### src/rtl/peripheral_uart_tx.sv
// UART byte transmitter: start bit, 8 data bits LSB-first, optional even parity, STOP_BITS stop bits.
// Define UART_TX_PARITY_EN to compile in the parity bit.
module peripheral_uart_tx #(
  parameter int CLKS_PER_BIT = 868,
  parameter int STOP_BITS    = 1
) (
  input  logic       clk,
  input  logic       rst_n,
  input  logic       tx_valid,
  input  logic [7:0] tx_data,
  output logic       tx_serial,
  output logic       tx_busy,
  output logic       trans_done
);

  localparam int             CW        = $clog2(CLKS_PER_BIT);
  localparam logic [CW-1:0]  CNT_MAX   = CW'(CLKS_PER_BIT - 1);
  localparam logic [2:0]     STOP_LAST = 3'(STOP_BITS - 1);

  typedef enum logic [2:0] {S_IDLE, S_START, S_DATA, S_PARITY, S_STOP} state_t;

  state_t        r_state;
  state_t        w_state_next;
  logic [CW-1:0] r_cnt;
  logic [2:0]    r_bit;
  logic [7:0]    r_shreg;
  logic          r_serial;
  logic          r_busy;
  logic          r_done;
  logic          w_serial_next;
  logic          w_busy_next;
  logic          w_done_next;
  logic          w_load;
  logic          w_shift;
  logic          w_bit_end;
  logic          w_stop_last;

  assign w_bit_end   = (r_cnt == CNT_MAX);
  assign w_stop_last = w_bit_end && (r_bit == STOP_LAST);

`ifdef UART_TX_PARITY_EN
  logic r_parity;

  always_ff @(posedge clk) begin
    if (!rst_n)      r_parity <= 1'b0;
    else if (w_load) r_parity <= ^tx_data;
  end
`endif

  always_ff @(posedge clk) begin
    if (!rst_n) r_state <= S_IDLE;
    else        r_state <= w_state_next;
  end

  always_comb begin
    w_state_next = r_state;
    case (r_state)
      S_IDLE:  if (tx_valid)  w_state_next = S_START;
      S_START: if (w_bit_end) w_state_next = S_DATA;
      S_DATA: begin
        if (w_bit_end && (r_bit == 3'd7)) begin
`ifdef UART_TX_PARITY_EN
          w_state_next = S_PARITY;
`else
          w_state_next = S_STOP;
`endif
        end
      end
`ifdef UART_TX_PARITY_EN
      S_PARITY: if (w_bit_end) w_state_next = S_STOP;
`endif
      S_STOP:  if (w_stop_last) w_state_next = S_IDLE;
      default: w_state_next = S_IDLE;
    endcase
  end

  // Next values of the registered outputs; the line changes exactly on bit boundaries.
  always_comb begin
    w_serial_next = r_serial;
    w_busy_next   = r_busy;
    w_done_next   = 1'b0;
    w_load        = 1'b0;
    w_shift       = 1'b0;
    case (r_state)
      S_IDLE: begin
        if (tx_valid) begin
          w_serial_next = 1'b0;
          w_busy_next   = 1'b1;
          w_load        = 1'b1;
        end
      end
      S_START: begin
        if (w_bit_end) begin
          w_serial_next = r_shreg[0];
          w_shift       = 1'b1;
        end
      end
      S_DATA: begin
        if (w_bit_end) begin
          w_shift = 1'b1;
          if (r_bit == 3'd7) begin
`ifdef UART_TX_PARITY_EN
            w_serial_next = r_parity;
`else
            w_serial_next = 1'b1;
`endif
          end else begin
            w_serial_next = r_shreg[0];
          end
        end
      end
`ifdef UART_TX_PARITY_EN
      S_PARITY: if (w_bit_end) w_serial_next = 1'b1;
`endif
      S_STOP: begin
        if (w_stop_last) begin
          w_busy_next = 1'b0;
          w_done_next = 1'b1;
        end
      end
      default: begin
        w_serial_next = 1'b1;
        w_busy_next   = 1'b0;
      end
    endcase
  end

  always_ff @(posedge clk) begin
    if (!rst_n) begin
      r_cnt    <= '0;
      r_bit    <= '0;
      r_shreg  <= '0;
      r_serial <= 1'b1;
      r_busy   <= 1'b0;
      r_done   <= 1'b0;
    end else begin
      r_serial <= w_serial_next;
      r_busy   <= w_busy_next;
      r_done   <= w_done_next;
      if ((r_state == S_IDLE) || w_bit_end) r_cnt <= '0;
      else                                  r_cnt <= r_cnt + 1'b1;
      // Bit index restarts on every state change, so it serves DATA and STOP alike.
      if (r_state != w_state_next) r_bit <= '0;
      else if (w_bit_end)          r_bit <= r_bit + 1'b1;
      if (w_load)       r_shreg <= tx_data;
      else if (w_shift) r_shreg <= {1'b0, r_shreg[7:1]};
    end
  end

  assign tx_serial  = r_serial;
  assign tx_busy    = r_busy;
  assign trans_done = r_done;

endmodule

### config.mk
export PLATFORM = sky130hd
export DESIGN_NAME = peripheral_uart_tx
export DESIGN_NICKNAME = d
export VERILOG_FILES = /design/src/rtl/peripheral_uart_tx.sv
export SDC_FILE = /design/constraint.sdc
export NUM_CORES = 1
export LEC_CHECK = 0
export ABC_CLOCK_PERIOD_IN_PS = 1900
export CAP_MARGIN = 20
export CORE_ASPECT_RATIO = 0.75
export CORE_MARGIN = 3
export CORE_UTILIZATION = 54
export CTS_CLUSTER_DIAMETER = 100
export CTS_CLUSTER_SIZE = 16
export DETAILED_ROUTE_END_ITERATION = 16
export PLACE_DENSITY = 0.77
export RECOVER_POWER = 100
export SYNTH_ARGS = -nofsm -noshare
export SYNTH_HDL_FRONTEND = slang
export SYNTH_SLANG_ARGS = --single-unit
### constraint.sdc
create_clock -name clk -period 1.9 [get_ports clk]
set_input_delay 0.38 -clock clk [delete_from_list [all_inputs] [get_ports clk]]
set_output_delay 0.38 -clock clk [all_outputs]
set_load 0.03 [all_outputs]
==> results.cfg, run 1 <==
[yosys]
yosysWarnings = 0
syn_inst = 150
yosys-top-cells-area = dfxtp_1 (42%), nor2_1 (4.9%), xor2_1 (4.7%)
synth.distinct_cells = 38
synth-edff-count = 0
ys_seq_elements = 27
yosys.area.top_type_share = 0.416
synth_flop_cell = dfxtp_1
synth_nets = 165
synthTopCellsByCount = dfxtp_1 (27), nor2_1 (17), nand2_1 (12), nand3_1 (12), a21oi_1 (8)
syn_avg_cell_area_um2 = 8.66
yosysMostFrequentCell = dfxtp_1
syn_area_um2 = 1300
yosysTopAreaCell = dfxtp_1
ys_seq_area_frac = 0.416
ys_async_sr_fraction = 0

[sta]
period_share = 0.941
rsz0062_at_grt = no
setup_viol = 0
slew_viol_final = 0
worst_slew_pin_slew_ns = 0.356
fin_setup_tns_ns = 0
hold_viol = 0
skew_ns = 0.00116
whs_ns = 0.478
period_minus_slack_ns = 1.79
fmax_ghz = 0.559
slew_headroom = 0.762

[die]
rows = 14
start_util = 0.608
boundaryPins = 14
die_area_um2 = 3040
fp.coreArea_um2 = 2140
die_h_um = 48.5
fp.dieW_um = 62.6

[worst_setup_path]
worstPathCellList = dlygate4sd3_1
critPathMaxFanout = 2
cp_top_family = buffers and inverters
worstSetupStartpointType = register
path_class = register to primary output
critPathArrivalTime_ns = 1.41
crit_path_end_kind = primary output
slowest_delay_ns = 0.74
crit_buf_inv = 1
required_ns = 1.52
cp_slowest_cell = dlygate4sd3_1

[layout]
fin_util = 0.691
final_layout_size_suffix_gt1_frac = 0.0675
area_growth_pct = 13.7
multi_input_area_um2 = 697
fin_nets = 179
antenna_cells = 0
seq_area_um2 = 541
fill_cells = 182

[clock_tree]
cts_setup_buffers = 0
clock_latency_ns = 0.32
cts_tree = done
ctsResizeCount = 0
cts_hold_buffers = 0
cts.sinks = 27
numCtsBuffers = 3
max-clock-path-buffers = 2
cts_root_buf = clkbuf_4
clkSlewWorstSetupHoldPaths_ns = 0.14
h-tree-depth = 1

[placement]
place_congestion = 0.830
portBuffers = 13
hpwlAfterDp_um = 1940

[global_routing]
grt-ovfl-total = 0
grt_usage = 0.182
grt_pass1_vias = 999
grt_pass1_wl_um = 4510
grt_max_degree = 15
antenna_found_initial = 0

[routing]
dr.pass1.iters = 4
wl_um = 2620
vias = 1098
post_drt_wl_per_cell_um = 13.4
drc = 0
drtAntennaViolNets = 0
dr.first_iter.drc_count = 60
vias_per_cell = 5.63

[worst_hold_path]
hp-class = register to register

[power]
peakVddDrop_mv = 0.457
p_leak_nw = 0.556
p_per_area_nw_per_um2 = 643

[flow_run]
max_cap_viol_count = 0

[run_status]
status = completed
[cell usage in the layout, fill, tap and decap left out, types with 4 or more instances in the layout]
cell type         n
clkdlybuf4s50_1  11
nand4_1           5
xor2_1            7
a21oi_1           8
ha_1              4
dfxtp_1          27
nand3_1          12
inv_1             6
nand2_1          12
nor3_1            6
nor2_1           17
o21ai_0           6
[sequential cells by signal, indices dropped and copies added, names as in the netlist]
signal      count
r_shreg         8
r_bit           3
tx_serial       1
trans_done      1
r_state         3
r_cnt          10
tx_busy         1
[routing by layer]
metal	GRT usage	vias up	wire, um
met1	0.242	501	1330
met2	0.288	32	1120
met5	0	-	0
li1	-	563	-
met4	0.0403	0	13
met3	0.0579	2	162
[report_power, final]
part	internal (mW)	switching (mW)	total (mW)
Clock	0.0822	0.162	0.245
Combinational	0.0523	0.0542	0.106
Sequential	0.585	0.0128	0.598
[layout make-up]
type,instances,area share
clock buffers,4,0.0178
flip-flops and latches,27,0.366
repair buffers,16,0.102
inverters,6,0.0153
well taps,32,0.0271
multi-input cells,110,0.472
[final timing paths]
kind	from	endpoint	slack (ns)	depth (start not counted)
min reg2reg	r_shreg[7]	r_shreg[7]	0.48	2
min	r_shreg[7]	r_shreg[7]	0.48	2
max reg2reg	r_cnt[0]	r_bit[1]	0.23	5
max	tx_serial	tx_serial	0.11	1
[per-stage QoR]
step                      area (um2)  worst slack (ns)  power [mW]  std cells
after floorplan                 1300             0.364       0.670        150
after global placement          1450             0.269       0.715        191
after detailed placement        1450             0.162       0.717        191
after CTS                       1480             0.105       0.962        195
after global routing            1480            0.0425        1.00        195
final                           1480             0.111       0.949        195
[cell families (layout without fill, tap and decap cells)]
group / after synthesis / after routing / share of synthesized area
AND/OR/NAND/NOR: 67 / 67 / 0.282
AO/OA/AOI/OAI: 29 / 29 / 0.148
flip-flops: 27 / 27 / 0.416
buffers and inverters: 13 / 26 / 0.0472
XOR/XNOR: 10 / 10 / 0.0674
adder cells (fa/ha/maj): 4 / 4 / 0.0385
Power figures use the tool's default switching activity.
==> run 2: changes to the inputs <==
CORE_UTILIZATION = 43   (was 54)
PLACE_DENSITY = not set   (was 0.77)
==> run 2 against run 1 <==
Effect of this change:
- maximum frequency up 2.3%
- critical path type unchanged
- largest cell class unchanged
- sequential cell count is the same
- clock skew up 0.0037 ns
==> results.cfg, run 2 (same netlist as run 1, synthesis figures left out) <==
[worst_setup_path]
r2r-end = r_state[1]
cp_slowest_cell = dlygate4sd3_1
worstSetupStartpointType = register
critPathMaxFanout = 2
rrSetupSlack_ns = 0.22
crit_path_end_kind = primary output
cp_top_family = buffers and inverters
worstPathCellList = dlygate4sd3_1
rr_startpoint = r_cnt[0]
critPathArrivalTime_ns = 1.37
cp.depth = 1
cp-startpoint = tx_serial
cp-endpoint = tx_serial
rr_worst_depth = 5
path_class = register to primary output
crit_buf_inv = 1
required_ns = 1.52
slowest_delay_ns = 0.74

[clock_tree]
clock_latency_ns = 0.28
max-clock-path-buffers = 2
cts.sinks = 27
cts_root_buf = clkbuf_8
clkSlewWorstSetupHoldPaths_ns = 0.10
h-tree-depth = 1
cts_tree = done
numCtsBuffers = 3
cts_setup_buffers = 0
cts_hold_buffers = 0
ctsResizeCount = 0

[routing]
dr.pass1.iters = 4
wl_um = 2830
drtAntennaViolNets = 0
dr.first_iter.drc_count = 51
post_drt_wl_per_cell_um = 14.3
vias = 1098
drc = 0
vias_per_cell = 5.57

[sta]
period_minus_slack_ns = 1.75
fin_ws_ns = 0.152
slew_viol_final = 0
fmax_ghz = 0.572
slew_headroom = 0.696
whs_ns = 0.474
worst_slew_pin_slew_ns = 0.455
hold_viol = 0
setup_viol = 0
rsz0062_at_grt = no
period_share = 0.920
skew_ns = 0.00485
fin_setup_tns_ns = 0

[die]
die_h_um = 53.6
die_area_um2 = 3720
start_util = 0.474
boundaryPins = 14
rows = 16
fp.coreArea_um2 = 2740
fp.dieW_um = 69.5

[layout]
largest_reg_flops = 10
fin_nets = 177
final_common_cell = dfxtp_1
fin_util = 0.544
antenna_cells = 0
top_register = r_cnt
area_growth_pct = 14.8
final_layout_size_suffix_gt1_frac = 0.0621
fill_cells = 254
stdcell_count = 197
final_cell_mix = dfxtp_1 (27), nor2_1 (17), nand3_1 (12), nand2_1 (12), clkdlybuf4s50_1 (11)
top_regs = r_cnt: 10 flops, r_shreg: 8 flops

[global_routing]
grt_pass1_vias = 1081
grt_max_degree = 17
grt-ovfl-total = 0
antenna_found_initial = 0
grt_pass1_wl_um = 5030
grt_usage = 0.174

[power]
p_leak_nw = 0.554
peakVddDrop_mv = 0.381
p_per_area_nw_per_um2 = 696

[flow_run]
max_cap_viol_count = 0

[placement]
pre_cts_slack_ns = 0.178
portBuffers = 13
dp_cells = 193
hpwlAfterDp_um = 2060
place_congestion = 0.798

[worst_hold_path]
hold_start = r_shreg[6]
hp-class = register to register
holdPathStages = 2

[run_status]
status = completed
-- run 2: cell types whose count changed in the layout (fill, tap and decap cells not counted), sizes merged --
| cell | before | now |
|---|---|---|
| clkbuf | 5 | 3 |
| clkinvlp | 0 | 1 |
| buf | 2 | 1 |
-- run 2: worst min path at each step --
stage,endpoint
floorplan,r_cnt[0]
finish,r_shreg[6]
CTS,r_cnt[0]
global placement,r_cnt[0]
detailed placement,r_cnt[0]
global route,r_cnt[0]
-- run 2: routing by layer --
layer	vias to the layer above	track usage	wire length, um
li1	560	-	-
met5	-	0	0
met2	17	0.266	1160
met1	516	0.228	1500
met3	5	0.0597	126
met4	0	0.0682	38
-- run 2: where the power goes --
part / leakage (nW) / internal (mW) / switching [mW]
combinational: 0.312 / 0.0500 / 0.0530
sequential: 0.220 / 0.584 / 0.0158
clock: 0.0217 / 0.149 / 0.186
-- run 2: layout make-up --
class                           instances  area (um2)  area share
Multi-Input combinational cell        110         697       0.467
Clock inverter                          1        7.51     0.00503
Inverter                                6        22.5      0.0151
Tap cell                               36        45.0      0.0302
Clock buffer                            3        41.3      0.0277
Sequential cell                        27         541       0.362
Timing Repair Buffer                   14         138      0.0923
-- run 2: per-stage QoR --
stage	power, mW	cell area [um2]
floorplan	0.670	1300
global placement	0.713	1440
detailed placement	0.715	1440
CTS	1.05	1490
global route	1.10	1490
finish	1.04	1490
-- run 2: tightest hold or removal path: stages (launching register included) --
cell,delay [ns]
dfxtp_1,0.32
nand3_1,0.06
a21oi_1,0.05
